**config.mk**
```make
export PLATFORM = sky130hd
export DESIGN_NAME = fetch2
export DESIGN_NICKNAME = d
export VERILOG_FILES = /design/src/rtl/fetch2_pkg.sv /design/src/rtl/fetch2_inst_queue.sv /design/src/rtl/fetch2.sv
export SDC_FILE = /design/constraint.sdc
export NUM_CORES = 1
export LEC_CHECK = 0
export CORE_ASPECT_RATIO = 1.25
export CORE_UTILIZATION = 40
export DETAILED_ROUTE_END_ITERATION = 10
export MAX_ROUTING_LAYER = met4
export SLEW_MARGIN = 30
export SYNTH_ARGS = -nofsm -noshare
export SYNTH_HDL_FRONTEND = slang
export SYNTH_SLANG_ARGS = --single-unit
```
**constraint.sdc**
```tcl
create_clock -name clock_i -period 11.4 [get_ports clock_i]
set_clock_uncertainty 0.2 [all_clocks]
set_input_delay 1.14 -clock clock_i [delete_from_list [all_inputs] [get_ports clock_i]]
set_output_delay 1.14 -clock clock_i [all_outputs]
set_load 0.01 [all_outputs]
```
**src/rtl/fetch2_pkg.sv**
```systemverilog
// Shared constants and the fetch-queue entry layout for the second fetch stage.
package fetch2_pkg;

    localparam logic [31:0] NOP_INST   = 32'h00000013;
    localparam int          FQ_ENTRY_W = 65;

    typedef struct packed {
        logic [31:0] pc;
        logic [31:0] inst;
        logic        pred;
    } fq_entry_t;

endpackage

```
**src/rtl/fetch2_inst_queue.sv**
```systemverilog
// Two-write/two-read circular instruction buffer; head two entries are read combinationally.
module inst_queue
    import fetch2_pkg::*;
#(
    parameter int DEPTH = 8,
    localparam int AW = $clog2(DEPTH),
    localparam int CW = AW + 1
) (
    input  logic                  clock_i,
    input  logic                  reset_n_i,
    input  logic                  clear,
    input  logic [1:0]            enq_cnt,
    input  logic [FQ_ENTRY_W-1:0] enq0,
    input  logic [FQ_ENTRY_W-1:0] enq1,
    input  logic [1:0]            deq_cnt,
    output logic [FQ_ENTRY_W-1:0] head0,
    output logic [FQ_ENTRY_W-1:0] head1,
    output logic [CW-1:0]         count
);

    logic [FQ_ENTRY_W-1:0] mem [DEPTH];
    logic [AW-1:0]         wr_ptr, rd_ptr;

    // Storage needs no reset: count gates every read out of the queue.
    always_ff @(posedge clock_i) begin
        if (!clear) begin
            if (enq_cnt != 2'd0) mem[wr_ptr] <= enq0;
            if (enq_cnt == 2'd2) mem[wr_ptr + AW'(1)] <= enq1;
        end
    end

    always_ff @(posedge clock_i or negedge reset_n_i) begin
        if (!reset_n_i) begin
            wr_ptr <= '0;
            rd_ptr <= '0;
            count  <= '0;
        end else if (clear) begin
            wr_ptr <= '0;
            rd_ptr <= '0;
            count  <= '0;
        end else begin
            wr_ptr <= wr_ptr + AW'(enq_cnt);
            rd_ptr <= rd_ptr + AW'(deq_cnt);
            count  <= count + CW'(enq_cnt) - CW'(deq_cnt);
        end
    end

    assign head0 = mem[rd_ptr];
    assign head1 = mem[rd_ptr + AW'(1)];

endmodule

```
**src/rtl/fetch2.sv**
```systemverilog
// Second fetch stage: splits a 64-bit fetch word into tagged instructions,
// queues them in order and presents a dual-issue pair to decode.
module fetch2
    import fetch2_pkg::*;
#(
    parameter int DEPTH = 8
) (
    input  logic        clock_i,
    input  logic        reset_n_i,
    input  logic        fetch_valid_i,
    input  logic [31:0] fetch_pc_i,
    input  logic [63:0] imem_data_i,
    input  logic        pred_taken_0_i,
    input  logic        pred_taken_1_i,
    input  logic        flush_i,
    input  logic        ready_i,
    output logic        pc_we_o,
    output logic        valid0_o,
    output logic        valid1_o,
    output logic [31:0] inst0_o,
    output logic [31:0] inst1_o,
    output logic [31:0] pc0_o,
    output logic [31:0] pc1_o,
    output logic        pred0_o,
    output logic        pred1_o
);

    localparam int CW = $clog2(DEPTH) + 1;

    logic      drop_q, drop;
    logic [1:0] enq_cnt, deq_cnt;
    fq_entry_t enq0, enq1, head0, head1;
    logic [CW-1:0] count;

    // The fetch in the cycle after a flush is the stale return from the old PC.
    assign drop = flush_i || drop_q;

    always_ff @(posedge clock_i or negedge reset_n_i) begin
        if (!reset_n_i) drop_q <= 1'b0;
        else            drop_q <= flush_i;
    end

    always_comb begin
        enq_cnt = 2'd0;
        enq0    = '0;
        enq1    = '0;
        if (fetch_valid_i && !drop) begin
            if (fetch_pc_i[2]) begin
                enq_cnt = 2'd1;
                enq0    = '{pc: fetch_pc_i, inst: imem_data_i[63:32], pred: pred_taken_1_i};
            end else if (pred_taken_0_i) begin
                // Upper word is past a predicted-taken branch: wrong path.
                enq_cnt = 2'd1;
                enq0    = '{pc: fetch_pc_i, inst: imem_data_i[31:0], pred: 1'b1};
            end else begin
                enq_cnt = 2'd2;
                enq0    = '{pc: fetch_pc_i, inst: imem_data_i[31:0], pred: 1'b0};
                enq1    = '{pc: fetch_pc_i + 32'd4, inst: imem_data_i[63:32], pred: pred_taken_1_i};
            end
        end
    end

    assign valid0_o = (count != '0);
    assign valid1_o = (count >= CW'(2));
    assign deq_cnt  = (ready_i && !flush_i) ? {1'b0, valid0_o} + {1'b0, valid1_o} : 2'd0;

    // Four free slots absorb the fetch in flight plus the one about to issue.
    assign pc_we_o = (count <= CW'(DEPTH - 4)) && !flush_i;

    inst_queue #(.DEPTH(DEPTH)) u_queue (
        .clock_i   (clock_i),
        .reset_n_i (reset_n_i),
        .clear     (flush_i),
        .enq_cnt   (enq_cnt),
        .enq0      (enq0),
        .enq1      (enq1),
        .deq_cnt   (deq_cnt),
        .head0     (head0),
        .head1     (head1),
        .count     (count)
    );

    assign inst0_o = valid0_o ? head0.inst : NOP_INST;
    assign pc0_o   = valid0_o ? head0.pc   : 32'd0;
    assign pred0_o = valid0_o && head0.pred;
    assign inst1_o = valid1_o ? head1.inst : NOP_INST;
    assign pc1_o   = valid1_o ? head1.pc   : 32'd0;
    assign pred1_o = valid1_o && head1.pred;

endmodule

```
==> results of run 1 <==
[synthesized netlist by cell type, types with 21 or more instances]
cell	instances
or3_1	21
mux2i_1	138
nor3_1	51
nand3_1	36
mux2_2	32
buf_1	30
clkbuf_1	180
nor2_1	80
edfxtp_1	520
nand2_1	466
buf_2	52
o21ai_0	294
mux4_2	260
and2_1	130
a21oi_1	79
[routing by layer]
| layer | up-vias | track usage |
|---|---|---|
| li1 | 9668 | - |
| met1 | 11100 | 0.3024 |
| met2 | 983 | 0.4177 |
| met3 | 166 | 0.03908 |
| met4 | 0 | 0.07137 |
| met5 | - | - |
[state kept, by name (all words and copies together), names as in the netlist]
| name | count |
|---|---|
| u_queue.mem | 520 |
| u_queue.count | 4 |
| u_queue.rd_ptr | 3 |
| u_queue.wr_ptr | 3 |
| drop_q | 1 |
[area by class of cell]
| type | count | area share |
|---|---|---|
| clock inverters | 32 | 0.006536 |
| flip-flops and latches | 531 | 0.4419 |
| repair buffers | 286 | 0.07917 |
| inverters | 14 | 0.001460 |
| clock buffers | 70 | 0.04040 |
| diodes | 3 | 0.0002086 |
| multi-input cells | 1714 | 0.3944 |
| well taps | 1035 | 0.03598 |
[worst register-to-register path, cell delays in order (launching register included)]
cell	delay, ps
dfrtp_1	370
inv_1	80
ha_1	170
nor2b_4	150
inv_1	170
nor2_4	600
buf_4	770
inv_1	270
ha_1	250
nand3b_1	160
inv_1	90
fa_1	510
inv_1	60
ha_1	270
a21o_1	160
a21oi_1	170
xnor2_1	140
nor2_1	50
[power by group through the flow]
stage | logic (uW) | registers [uW] | clock network (uW)
final | 2950 | 2200 | 1730
after global routing | 3150 | 2200 | 1820
after CTS | 2990 | 2200 | 1760
after detailed placement | 2980 | 2240 | 0
after global placement | 2950 | 2240 | 0
after floorplan | 1880 | 2200 | 0
[logic make-up (layout without fill, tap and decap cells)]
kind of cell               Yosys count  after routing  synth area share
and+or+nand+nor                    855            855            0.1291
DFF                                531            531            0.5113
muxes                              430            430            0.2445
AOI/OAI and AO/OA                  396            396           0.06547
buffers and inverters              284            402           0.03732
xor gates and xnor gates            18             18          0.005315
adders and majority gates           15             15          0.007006
other                                0              3                 0
[worst paths after layout]
| kind | start | endpoint | slack, ps | depth (start not counted) |
|---|---|---|---|---|
| setup reg to reg | u_queue.count[2]$_DFF_PN0_ | u_queue.count[3]$_DFF_PN0_ | 6630 | 17 |
| min in group asynchronous | reset_n_i | u_queue.rd_ptr[2]$_DFF_PN0_ | 730 | 1 |
| hold reg to reg | u_queue.count[3]$_DFF_PN0_ | u_queue.count[3]$_DFF_PN0_ | 540 | 4 |
| hold / removal | u_queue.count[3]$_DFF_PN0_ | u_queue.count[3]$_DFF_PN0_ | 540 | 4 |
| max in group asynchronous | reset_n_i | u_queue.rd_ptr[0]$_DFF_PN0_ | 9810 | 1 |
| setup / recovery | u_queue.rd_ptr[1]$_DFF_PN0_ | pc1_o[24] | 5510 | 7 |
[per-stage QoR]
| step | worst slack (ps) | cell area, sq um | cells | utilization | hold WS, ps |
|---|---|---|---|---|---|
| CTS | 5254 | 35960 | 3681 | 0.4701 | 544.2 |
| finish | 5513 | 35990 | 3685 | 0.4705 | 541.2 |
| global placement | 5773 | 34130 | 3575 | 0.4462 | 522.5 |
| detailed placement | 5754 | 34270 | 3579 | 0.4480 | 525.9 |
| global route | 5248 | 35990 | 3685 | 0.4705 | 572.1 |
| floorplan | 3629 | 31080 | 2529 | - | 411.8 |
==> results_dict.tcl, run 1 <==
set metrics [dict create \
    outcome "finished, final reports clean" \
    grt_pass1_wl_um 140000 \
    wl_met2_um 48390 \
    path_delay_family "buffers and inverters" \
    synth_warnings 0 \
    syn_inst 2529 \
    p_int_uw 4592 \
    cts.clk_slew.worst_paths_ps 60 \
    port_buffers 235 \
    insertion_delay_ps 600 \
    synth_top_area_frac 0.5025 \
    critPathLaunchType "flip-flop" \
    max_freq_ghz 0.1699 \
    syn_nets 2647 \
    arrival_ps 4550 \
    ys_top_cells_by_area "edfxtp_1 (50%), mux4_2 (19%), nand2_1 (5.6%)" \
    synth_top_area_cell "edfxtp_1" \
    hold_class "reg2reg" \
    track_usage 0.2457 \
    drv_cap 0 \
    ys.flop_type "edfxtp_1" \
    cp_num_buf_inv 3 \
    wl_per_cell_um 25.69 \
    async_reset_ff_frac 0.02072 \
    place_congestion 0.8291 \
    synth_cell_types 52 \
    die_width_um 251.3 \
    power.switching_uw 2286 \
    pwr-share-clk 0.252 \
    drc_errors 0 \
    finalWirelength_um 94680 \
    drtIter0Drc 2017 \
    crit_fanout 41 \
    via_per_inst 5.949 \
    holdBufCountCts 0 \
    switching_share 0.3323 \
    multiInputGateArea_sq_um 14190 \
    place.detailed.hpwl_um 56460 \
    p_seq_frac 0.320 \
    start_util 0.4063 \
    drt-met1-wl_um 36780 \
    finalHoldViolCount 0 \
    cts_buffer_depth 3 \
    combPwrFrac 0.428 \
    final_nets 2720 \
    cts_buffers 55 \
    synth_edf_count 520 \
    yosysSeqAreaShare 0.5113 \
    synth_seq_cells 531 \
    cpPeakStageDelay_ps 730 \
    synth.cell_area_sq_um 31080 \
    rows 113 \
    drive_gt1_frac 0.1685 \
    end_kind "primary output" \
    antenna_found_initial 3 \
    vias 21920 \
    regArea_sq_um 15900 \
    required_ps 10060 \
    final_max_slew_viol_count 0 \
    total_power_uw 6878 \
    setup_viol_count_final 0 \
    grt_pass1_vias 22050 \
    die_h_um 313.6 \
    n_fill_cell 6770 \
    cts-root-buf "clkbuf_16" \
    htree_levels 2 \
    ios 236 \
    period_minus_slack_ps 5887 \
    finalSetupTns_ps 0 \
    layout_common_cells "edfxtp_1 (520), nand2_1 (466), o21ai_0 (288), mux4_2 (260), clkdlybuf4s50_1 (234)" \
    cts_tree "built" \
    clock_sinks 531 \
    area_growth_syn_to_layout_pct 15.80 \
    syn_area_per_cell_sq_um 12.29 \
    grt_start_max_net_pins 118 \
    layout_commonest_cell "edfxtp_1" \
    p_per_area_nw_per_um2 191.1 \
    overflow 0 \
    leakagePower_uw 0.01128 \
    first_pass_iters 6 \
    cts.repair.resized 0 \
    path_cells "ha_4 > buf_12 > buf_4 > mux4_2 > nand2_1 > a21oi_1 > clkdlybuf4s50_1" \
    tightest_slew_ps 946.5 \
    top_layer "met4" \
    rsz0062_at_grt "no" \
    dieArea_sq_um 78820 \
    dr_wl_met3_um 7202 \
    postRouteAntennaNets 0 \
    coreArea_sq_um 76490 \
    max-slew-margin-rel 0.3690 \
    postCtsSetupRepairBufs 0 \
    critPathKind "reg2out" \
    post-route-period-util 0.5164 \
    vdd_drop_max_mv 0.1662 \
    crit_path_top_delay_cell "buf_4" \
]
(Power assumes the default switching activity.)
==> inputs of run 2 (changes only) <==
Clock period 11.4 ns to 5 ns, I/O delays scaled along.
==> run 2 against run 1 <==
Effect of this change: cell count up 0.16%; critical path type unchanged; flip-flop and latch count unchanged; worst setup slack worse by 4900 ps.
==> results_dict.tcl, run 2 (same netlist as run 1, synthesis figures left out) <==
set metrics [dict create \
    drtIter0Drc 2042 \
    die_width_um 251.3 \
    p_per_area_nw_per_um2 442.2 \
    vdd_drop_max_mv 0.3440 \
    place.detailed.hpwl_um 58900 \
    layout_common_cells "edfxtp_1 (520), nand2_1 (466), o21ai_0 (288), mux4_2 (260), clkdlybuf4s50_1 (234)" \
    vias 21960 \
    area_growth_syn_to_layout_pct 16.75 \
    n_fill_cell 6741 \
    overflow 0 \
    reg_top3 "u_queue.mem (520), u_queue.count (4)" \
    required_ps 4300 \
    top_register "u_queue.mem" \
    whs_ps 47.84 \
    crit_fanout 43 \
    final_max_slew_viol_count 0 \
    regArea_sq_um 15900 \
    place_congestion 0.8647 \
    grt_pass1_wl_um 142700 \
    multiInputGateArea_sq_um 14190 \
    die_h_um 313.6 \
    cts_buffer_depth 3 \
    r2r_slack_ps 1340 \
    layout_commonest_cell "edfxtp_1" \
    place_inst 3588 \
    port_buffers 235 \
    first_pass_iters 6 \
    setup_viol_count_final 0 \
    cts_tree "built" \
    cts.clk_slew.worst_paths_ps 60 \
    r2r-start "u_queue.wr_ptr[0]$_DFF_PN0_" \
    fin_cells 3691 \
    cts-root-buf "clkbuf_16" \
    holdBufCountCts 0 \
    clock_sinks 531 \
    insertion_delay_ps 600 \
    arrival_ps 3720 \
    wl_per_cell_um 25.99 \
    drv_cap 0 \
    finalWirelength_um 95910 \
    via_per_inst 5.949 \
    drive_gt1_frac 0.1729 \
    max_freq_ghz 0.2260 \
    setup_slack_ps 575.1 \
    leakagePower_uw 0.01141 \
    ios 236 \
    cts_buffers 55 \
    max-slew-margin-rel 0.3866 \
    rows 113 \
    post-route-period-util 0.8850 \
    outcome "finished, final reports clean" \
    drc_errors 0 \
    postCtsSetupRepairBufs 0 \
    dieArea_sq_um 78820 \
    end_kind "primary output" \
    grt_pass1_vias 22700 \
    largest_reg_flops 520 \
    grt_start_max_net_pins 166 \
    htree_levels 2 \
    track_usage 0.2504 \
    rr_worst_depth 6 \
    hold_class "in2async" \
    finalHoldViolCount 0 \
    final_nets 2729 \
    period_minus_slack_ps 4425 \
    utilization 0.4743 \
    rsz0062_at_grt "no" \
    antenna_found_initial 1 \
    postRouteAntennaNets 0 \
    start_util 0.4063 \
    critPathKind "reg2out" \
    cts.repair.resized 0 \
    total_power_uw 16040 \
    critPathLaunchType "flip-flop" \
    tightest_slew_ps 920.0 \
    coreArea_sq_um 76490 \
    dp_slack_ps 1106 \
    r2r_end "u_queue.mem[4][58]$_DFFE_PP_" \
]
## run 2: critical path, cell delays in order (launching register included)
cell	delay [ps]
dfrtp_4	710
ha_4	620
buf_12	390
mux4_2	290
nand2_1	60
a21oi_1	380
clkdlybuf4s50_1	620
## run 2: final cells by class
class                   instances  share of cell area
clock inverters                35             0.01066
diodes                          1          0.00006898
multi-input cells            1714              0.3910
inverters                      14            0.001448
repair buffers                295             0.08374
flip-flops and latches        531              0.4383
clock buffers                  66             0.03907
well taps                    1035             0.03569
## run 2: metal layers
metal	wire length (um)	vias up	global-route usage	share of wire
li1	-	9666	-	-
met1	36350	11100	0.2969	0.38
met2	49450	1014	0.4330	0.52
met3	6442	179	0.03188	0.067
met4	3669	0	0.09867	0.038
met5	0	-	-	0
## run 2: worst max-delay path by stage
stage	cells after the start	slack [ps]	from	to
after floorplan	5	-180	flush_i	u_queue.mem[2][0]$_DFFE_PP_
after global placement	6	1150	fetch_pc_i[2]	u_queue.mem[4][57]$_DFFE_PP_
after detailed placement	6	1110	fetch_pc_i[2]	u_queue.mem[4][57]$_DFFE_PP_
after CTS	6	510	u_queue.rd_ptr[1]$_DFF_PN0_	inst1_o[15]
after global routing	6	430	u_queue.rd_ptr[1]$_DFF_PN0_	inst1_o[15]
final	6	580	u_queue.rd_ptr[1]$_DFF_PN0_	inst1_o[3]
## run 2: power by group
part | switching [uW] | internal [uW] | total (uW) | leakage [uW]
sequential | 79.4 | 4910 | 4990 | 0.00503
clock | 1740 | 2470 | 4210 | 0.000887
combinational | 3420 | 3420 | 6850 | 0.00550
## run 2: per-stage QoR
| stage | setup TNS (ps) | instance area (sq um) |
|---|---|---|
| global placement | 0 | 34450 |
| finish | 0 | 36280 |
| global route | 0 | 36280 |
| detailed placement | 0 | 34450 |
| floorplan | -41650 | 31110 |
| CTS | 0 | 36260 |
